--- src/rtl/data_mem_arb_pkg.sv ---
// Shared definitions for the data memory arbiter: FSM state encoding,
// memory-port mux select values and a wrapping counter helper.
package data_mem_arb_pkg;

    typedef enum logic [1:0] {
        CORE  = 2'd0,
        GRANT = 2'd1,
        ACK   = 2'd2
    } arb_state_e;

    // Memory port source select
    localparam logic MUX_SEL_CORE   = 1'b0;
    localparam logic MUX_SEL_LOADER = 1'b1;

    localparam int STAT_W = 32;

    // 32-bit increment that wraps 0xFFFFFFFF back to zero
    function automatic logic [STAT_W-1:0] wrap_inc32(input logic [STAT_W-1:0] value);
        return value + 32'd1;
    endfunction

endpackage

--- src/rtl/data_mem_arb_stats.sv ---
// Statistics counters for the data memory arbiter: loader grant entries and
// core stall cycles. Both wrap silently. Only instantiated when the
// DATA_MEM_ARB_STATS_EN macro is defined.
module data_mem_arb_stats
    import data_mem_arb_pkg::*;
(
    input  logic              clk,
    input  logic              rstN,
    input  logic              i_grant_entry,
    input  logic              i_stall,
    output logic [STAT_W-1:0] o_ld_grants,
    output logic [STAT_W-1:0] o_stall_cycles
);

    logic [STAT_W-1:0] r_ld_grants;
    logic [STAT_W-1:0] r_stall_cycles;

    // Count every entry into the loader grant state
    always_ff @(posedge clk or negedge rstN) begin
        if (!rstN) begin
            r_ld_grants <= 32'd0;
        end else if (i_grant_entry) begin
            r_ld_grants <= wrap_inc32(r_ld_grants);
        end else begin
            r_ld_grants <= r_ld_grants;
        end
    end

    // Count every cycle in which the core pipeline is frozen
    always_ff @(posedge clk or negedge rstN) begin
        if (!rstN) begin
            r_stall_cycles <= 32'd0;
        end else if (i_stall) begin
            r_stall_cycles <= wrap_inc32(r_stall_cycles);
        end else begin
            r_stall_cycles <= r_stall_cycles;
        end
    end

    assign o_ld_grants    = r_ld_grants;
    assign o_stall_cycles = r_stall_cycles;

endmodule

--- src/rtl/data_mem_arbiter.sv ---
// Data memory arbiter between the core MEM stage and a loader/debug port.
// A loader request steals the memory port for one GRANT cycle followed by
// one ACK cycle, stalling the core for both. Back-to-back loader requests
// are limited to BURST_MAX grants before the core gets one cycle back.
// Optional statistics outputs are enabled with macro DATA_MEM_ARB_STATS_EN.
module data_mem_arbiter
    import data_mem_arb_pkg::*;
#(
    parameter int BURST_MAX = 8
)(
    input  logic        clk,
    input  logic        rstN,
    input  logic [63:0] coreAddr,
    input  logic [63:0] coreWdata,
    input  logic        coreWe,
    input  logic [2:0]  coreFunct3,
    output logic [63:0] coreRdata,
    output logic        coreStall,
    input  logic        ldReq,
    input  logic [63:0] ldAddr,
    input  logic [63:0] ldWdata,
    input  logic        ldWe,
    input  logic [2:0]  ldFunct3,
    output logic        ldAck,
    output logic [63:0] ldRdata,
    output logic [63:0] memAddr,
    output logic [63:0] memWdata,
    output logic        memWe,
    output logic [2:0]  memFunct3,
    input  logic [63:0] memRdata
`ifdef DATA_MEM_ARB_STATS_EN
    ,
    output logic [31:0] statLdGrants,
    output logic [31:0] statStallCycles
`endif
);

    localparam int CNT_W = $clog2(BURST_MAX + 1);
    localparam logic [CNT_W-1:0] BURST_LIMIT = CNT_W'(BURST_MAX);

    arb_state_e       r_state;
    arb_state_e       w_next_state;
    logic [CNT_W-1:0] r_burst_cnt;
    logic [CNT_W-1:0] w_burst_cnt_next;
    logic [63:0]      r_ld_rdata;
    logic             w_mux_sel;

    // State register
    always_ff @(posedge clk or negedge rstN) begin
        if (!rstN) begin
            r_state <= CORE;
        end else begin
            r_state <= w_next_state;
        end
    end

    // Next-state: grant on request, always acknowledge, burst-limited re-grant
    always_comb begin
        w_next_state = r_state;
        case (r_state)
            CORE: begin
                if (ldReq) begin
                    w_next_state = GRANT;
                end else begin
                    w_next_state = CORE;
                end
            end
            GRANT: begin
                w_next_state = ACK;
            end
            ACK: begin
                if (ldReq && (r_burst_cnt < BURST_LIMIT)) begin
                    w_next_state = GRANT;
                end else begin
                    w_next_state = CORE;
                end
            end
            default: begin
                w_next_state = CORE;
            end
        endcase
    end

    // Burst count: restarts at one on the first grant out of CORE,
    // advances on each chained grant, clears while the core owns the port
    always_comb begin
        w_burst_cnt_next = r_burst_cnt;
        if (r_state == CORE) begin
            if (w_next_state == GRANT) begin
                w_burst_cnt_next = CNT_W'(1);
            end else begin
                w_burst_cnt_next = '0;
            end
        end else if ((r_state == ACK) && (w_next_state == GRANT)) begin
            w_burst_cnt_next = r_burst_cnt + CNT_W'(1);
        end else begin
            w_burst_cnt_next = r_burst_cnt;
        end
    end

    // Burst count register
    always_ff @(posedge clk or negedge rstN) begin
        if (!rstN) begin
            r_burst_cnt <= '0;
        end else begin
            r_burst_cnt <= w_burst_cnt_next;
        end
    end

    // Capture memory read data for the loader at the end of the grant cycle
    always_ff @(posedge clk or negedge rstN) begin
        if (!rstN) begin
            r_ld_rdata <= 64'd0;
        end else if (r_state == GRANT) begin
            r_ld_rdata <= memRdata;
        end else begin
            r_ld_rdata <= r_ld_rdata;
        end
    end

    // Memory port mux: core fields only while the core owns the port;
    // the write strobe is suppressed in ACK so stalled core stores never land
    always_comb begin
        w_mux_sel = MUX_SEL_CORE;
        memWe     = 1'b0;
        case (r_state)
            CORE: begin
                w_mux_sel = MUX_SEL_CORE;
                memWe     = coreWe;
            end
            GRANT: begin
                w_mux_sel = MUX_SEL_LOADER;
                memWe     = ldWe;
            end
            ACK: begin
                w_mux_sel = MUX_SEL_LOADER;
                memWe     = 1'b0;
            end
            default: begin
                w_mux_sel = MUX_SEL_CORE;
                memWe     = 1'b0;
            end
        endcase
    end

    assign memAddr   = (w_mux_sel == MUX_SEL_LOADER) ? ldAddr   : coreAddr;
    assign memWdata  = (w_mux_sel == MUX_SEL_LOADER) ? ldWdata  : coreWdata;
    assign memFunct3 = (w_mux_sel == MUX_SEL_LOADER) ? ldFunct3 : coreFunct3;

    assign coreRdata = memRdata;
    assign coreStall = (r_state != CORE);
    assign ldAck     = (r_state == ACK);
    assign ldRdata   = r_ld_rdata;

`ifdef DATA_MEM_ARB_STATS_EN
    logic w_grant_entry;
    assign w_grant_entry = (w_next_state == GRANT);

    data_mem_arb_stats u_stats (
        .clk            (clk),
        .rstN           (rstN),
        .i_grant_entry  (w_grant_entry),
        .i_stall        (coreStall),
        .o_ld_grants    (statLdGrants),
        .o_stall_cycles (statStallCycles)
    );
`endif

endmodule
--- config.mk ---
export PLATFORM = sky130hd
export DESIGN_NAME = data_mem_arbiter
export DESIGN_NICKNAME = d
export VERILOG_FILES = /design/src/rtl/data_mem_arb_pkg.sv /design/src/rtl/data_mem_arb_stats.sv /design/src/rtl/data_mem_arbiter.sv
export SDC_FILE = /design/constraint.sdc
export NUM_CORES = 1
export LEC_CHECK = 0
export BUFFER_PORTS_ARGS = -buffer_cell sky130_fd_sc_hd__buf_4
export CAP_MARGIN = 10
export CORE_AREA = 2 2 231 233
export DETAILED_ROUTE_END_ITERATION = 6
export DIE_AREA = 0 0 233 235
export PLACE_DENSITY = 0.3
export SYNTH_ARGS = -nofsm -noshare
export SYNTH_HDL_FRONTEND = slang
export SYNTH_SLANG_ARGS = --single-unit
--- constraint.sdc ---
create_clock -name clk -period 5.6 [get_ports clk]
set_input_delay 0.84 -clock clk [delete_from_list [all_inputs] [get_ports clk]]
set_output_delay 0.84 -clock clk [all_outputs]
set_load 0.01 [all_outputs]
---- Word-level counts from Yosys, hierarchy flattened ----
Cells that the tools add are included.
Widths: inputs -> output; s select.
cells by class
  shift operators ......................... 0
  multiply operators ...................... 0
  add/sub/neg operators ................... 1
  bitwise logic cells ..................... 0
  equal/unequal tests ..................... 3
  div/mod/pow operators ................... 0
  mux-type cells .......................... 11
  magnitude comparators ................... 1
  reductions and logical operators ........ 6
operators by type and width
  kind                 number
  $mux 64              2
  $mux 4               2
  $pmux 2 s3           1
  $add 4x1->4 const B  1
  $eq 2x1->1 const B   2
  $lt 4x4->1 const B   1
  $mux 1               4
  $reduce_bool 2->1    2
  $mux 3               1
  $eq 2x2->1 const B   1
  $logic_and 1x1->1    2
  $logic_not 2->1      1
  $pmux 1 s2           1
  $reduce_or 2->1      1
word-level totals
  bits of input ports ..................... 331
  RAM bits ................................ 0
  logic and storage cells ................. 25
  flip-flop bits (word level) ............. 70
  memory bits (read-only) ................. 0
  bits in latches ......................... 0
  memories ................................ 0

---- Logic depth before layout (Yosys ltp) ----
  word-level depth ........................ 8
  depth in mapped cells ................... 6
  gate-level depth less buffers ........... 5

---- Worst setup path after synthesis ----
OpenSTA, ideal clock, no wires.
  path type ............................... flip-flop to output port
  from .................................... register r_state[0]
  to ...................................... output port memAddr[38]
  data arrival time ....................... 1.712 ns
  cell stages (with the launch flop) ...... 7
  path buffers ............................ 3
  slack ................................... 3.048 ns
  cells stage by stage .................... dfrtp_1 inv_1 ha_1 clkbuf_1 clkbuf_1 buf_2 mux2_2
between the ends
  cells in the longest elaborated chain, start to end .. 4
  elaborated cells between the ends (all ways) .. 5
  those cells by class .................... 2 x eq/ne; 2 x mux; 1 x reduce/logical
ends and longest elaborated chain
  what                                      line                     source
  start: declaration                        data_mem_arbiter.sv:41   arb_state_e r_state;
  start signal: assignment                  data_mem_arbiter.sv:53   r_state <= w_next_state;
  $eq 2x2->1 or $eq 2x1->1 (tied branches)  data_mem_arbiter.sv:126  case (r_state)
  $reduce_or 2->1 (no line) *               -
  $mux 1 *                                  data_mem_arbiter.sv:126
  $mux 64 *                                 data_mem_arbiter.sv:146  assign memAddr = (w_mux_sel == MUX_SEL_LOADER) ? ldAddr : coreAddr;
  end: declaration                          data_mem_arbiter.sv:26   output logic [63:0] memAddr,
Mark *: on every way between the ends. The rest lies on a longest branch, timed or not.

---- Worst setup path after layout ----
  from .................................... register r_state[0]
  to ...................................... output port memAddr[43]
Same word-level chain as after synthesis.

==> results.md <==
* Status: complete, no violations
* Asr flop ratio synth at 1.00
* Tot GR Track Use at 0.138
* Htree depth at 3
* Largest net degree at the start of global routing at 65
* First drt pass iteration count at 4
* Initial antenna violation count at 24
* Flop-to-flop setup slack at 3.58 ns
* Area contributors post-synth: mux2_2 46%, dfrtp_1 37%, buf_4 10%
* Count of cell types in the netlist at 22
* Post-route setup slack at 1.88 ns
* #FFs+latches synth at 70
* Max stage delay on crit path at 0.69 ns
* LEAKAGE at 4.67 nW
* Cts repair resizes at 0
* Total Routed Length at 39.0 mm
* Syn Std Cell Area at 4770 um^2
* Cell Rows at 84
* IO Port Bufs at 592
* Core area at 52200 um^2
* Combinational fraction of design power at 0.732
* Fill cell count at 5771
* Family with the most delay on the worst path: buffers and inverters
* Total CTS buffers at 9
* PwrDens at 547 nW/um^2
* Clock Skew at 0.00771 ns
* Residual DRC count at 0
* Placer Congestion at 0.863
* # clock sinks at 70
* Placed inst area at 9550 um^2
* Setup violators final at 0
* Reg2reg start: r_state[1]
* Crit path depth at 5
* Type of the worst setup path: reg2out
* Critical Path AT at 2.88 ns
* Cell with the most instances after synthesis: mux2_2
* Max clock buf depth at 2
* Peak Freq at 269 MHz
* Yosys top cell area share at 0.462
* Worst slew margin at 0.374
* Avg Cell Area, Syn at 12.5 um^2
* Clock latency on the worst-skew pair at 0.36 ns
* Seq pwr share at 0.164
* Worst slack at placement at 2.23 ns
* IO Count at 593
* Critical path's slowest cell: ha_4
* Cts hold-fix bufs at 0
* Prevailing post-synth register cell: dfrtp_1
* Setup TNS at 0 ns
* Max-slew violation count at 0
* Post-synth top cells: 196 x mux2_2, 70 x dfrtp_1, 64 x buf_4
* Max-cap violations at 0
* Synth-to-layout area growth at 106%
* RR Endpoint: ldRdata[48]
* Register area share after synthesis at 0.367
* Critical path endpoint category: output pin
* Drt wl/cell at 24.3 um
* CTS tree: done
* P_int at 3.18 mW
* Net Sw Frac at 0.410
* Design area at 9850 um^2
* Switch Pwr at 2.21 mW
* First-pass GRT wire length at 49.7 mm
* Reg clk slew, reported paths at 0.07 ns
* Syn_nets at 720
* Post-CTS setup buffer count at 0
* CTS root buf: clkbuf_16
* Synthesis Warnings at 0
* EDFF count, synth at 0
* Period utilisation layout at 0.665
* R2R cell count at 4
* 1st-iter DRT viols at 166
* CP Launch Type: register
* Die Y-Extent at 235 um
* Fraction of layout instances using a drive strength above 1 at 0.892
* Final net count at 1241
* Vias per inst at 3.23
* Initial core utilization at 0.0914
* Vias in the first global route at 5524
* Final core utilization at 0.189
* Worst Tran Pin Value at 0.938 ns
* Largest area contributor in the netlist: mux2_2
* RSZ-0062 raised after global routing: no
* Worst hold path class: in2async
* VDD IR max at 202 uV
* DR vias at 5185
* DP HPWL at 35.0 mm
* Worst EP required at 4.76 ns
* Clock network fraction of total power at 0.103
* Overflow after GRT at 0
* Final hold viol count at 0
* Most frequent CP cell: buf_4
* DRT antenna net count at 0
* Final Power at 5.39 mW
* Min Tclk post-route at 3.72 ns
* Die area at 54800 um^2
* CP Cell Sequence: inv_1 > ha_4 > buf_4 > mux2_2 > buf_4
* Post-Synthesis Cells at 383
* Worst path buffer plus inverter count at 3
* Worst-path fanout max at 46
* Die width at 233 um
## area by class of cell
class | instances | area (um^2) | share of cell area
clock buffers | 11 | 243 | 0.0246
diodes | 11 | 27.5 | 0.00279
multi-input cells | 221 | 2440 | 0.247
well taps | 688 | 861 | 0.0874
inverters | 5 | 18.8 | 0.00191
repair buffers | 597 | 4480 | 0.455
clock inverters | 4 | 32.5 | 0.00330
flip-flops and latches | 70 | 1750 | 0.178
## layer usage
| metal | GRT usage | vias up | wire, um |
|---|---|---|---|
| li1 | - | 2357 | - |
| met5 | 0 | - | 121 |
| met3 | 0.0638 | 63 | 4090 |
| met2 | 0.260 | 346 | 21400 |
| met1 | 0.118 | 2399 | 11800 |
| met4 | 0.0762 | 20 | 1680 |
## state kept, by name (all words and copies together) (netlist names)
name / flops
r_state: 2
r_burst_cnt: 4
ldRdata: 64
## through the flow
stage               instances  hold WS, ns
floorplan                 383        0.531
global placement         1581        0.492
detailed placement       1581        0.496
CTS                      1596        0.397
global route             1602        0.428
finish                   1607        0.406
## worst max-delay path by stage
stage               start          end  slack [ns]
3_5_place_dp   r_state[0]  memAddr[43]        2.23
2_1_floorplan  r_state[0]  memAddr[38]        3.05
4_1_cts        r_state[0]  memAddr[43]        1.81
5_1_grt        r_state[0]  memAddr[43]        1.74
3_3_place_gp   r_state[0]  memAddr[43]        2.24
6_report       r_state[0]  memAddr[43]        1.88
## cells by family (layout without fill, tap and decap cells)
family,after synthesis,count (layout),share of synthesized area
muxes,196,196,0.462
buffers and inverters,92,617,0.128
DFF,70,70,0.367
and+or+nand+nor,12,12,0.0170
AOI/OAI and AO/OA,7,7,0.00996
adders and majority gates,6,6,0.0157
other,0,11,0
## power by group through the flow
stage                     combinational (mW)  clock, mW  sequential, mW
final                                   3.94      0.556           0.886
after detailed placement                4.04          0           0.900
after CTS                               4.06      0.605           0.891
after floorplan                         1.90          0            1.00
after global routing                    4.18      0.615           0.923
after global placement                  4.05          0           0.890
## placed cells by master (no fill, tap or decap), drive strengths merged, types with 3 or more instances in the layout
cell type	netlist	final
diode	0	11
inv	5	6
ha	6	6
dfrtp	70	70
mux2	196	196
a21oi	3	3
buf	83	597
clkbuf	4	11
Note: power is estimated with default switching activity, not from simulation.
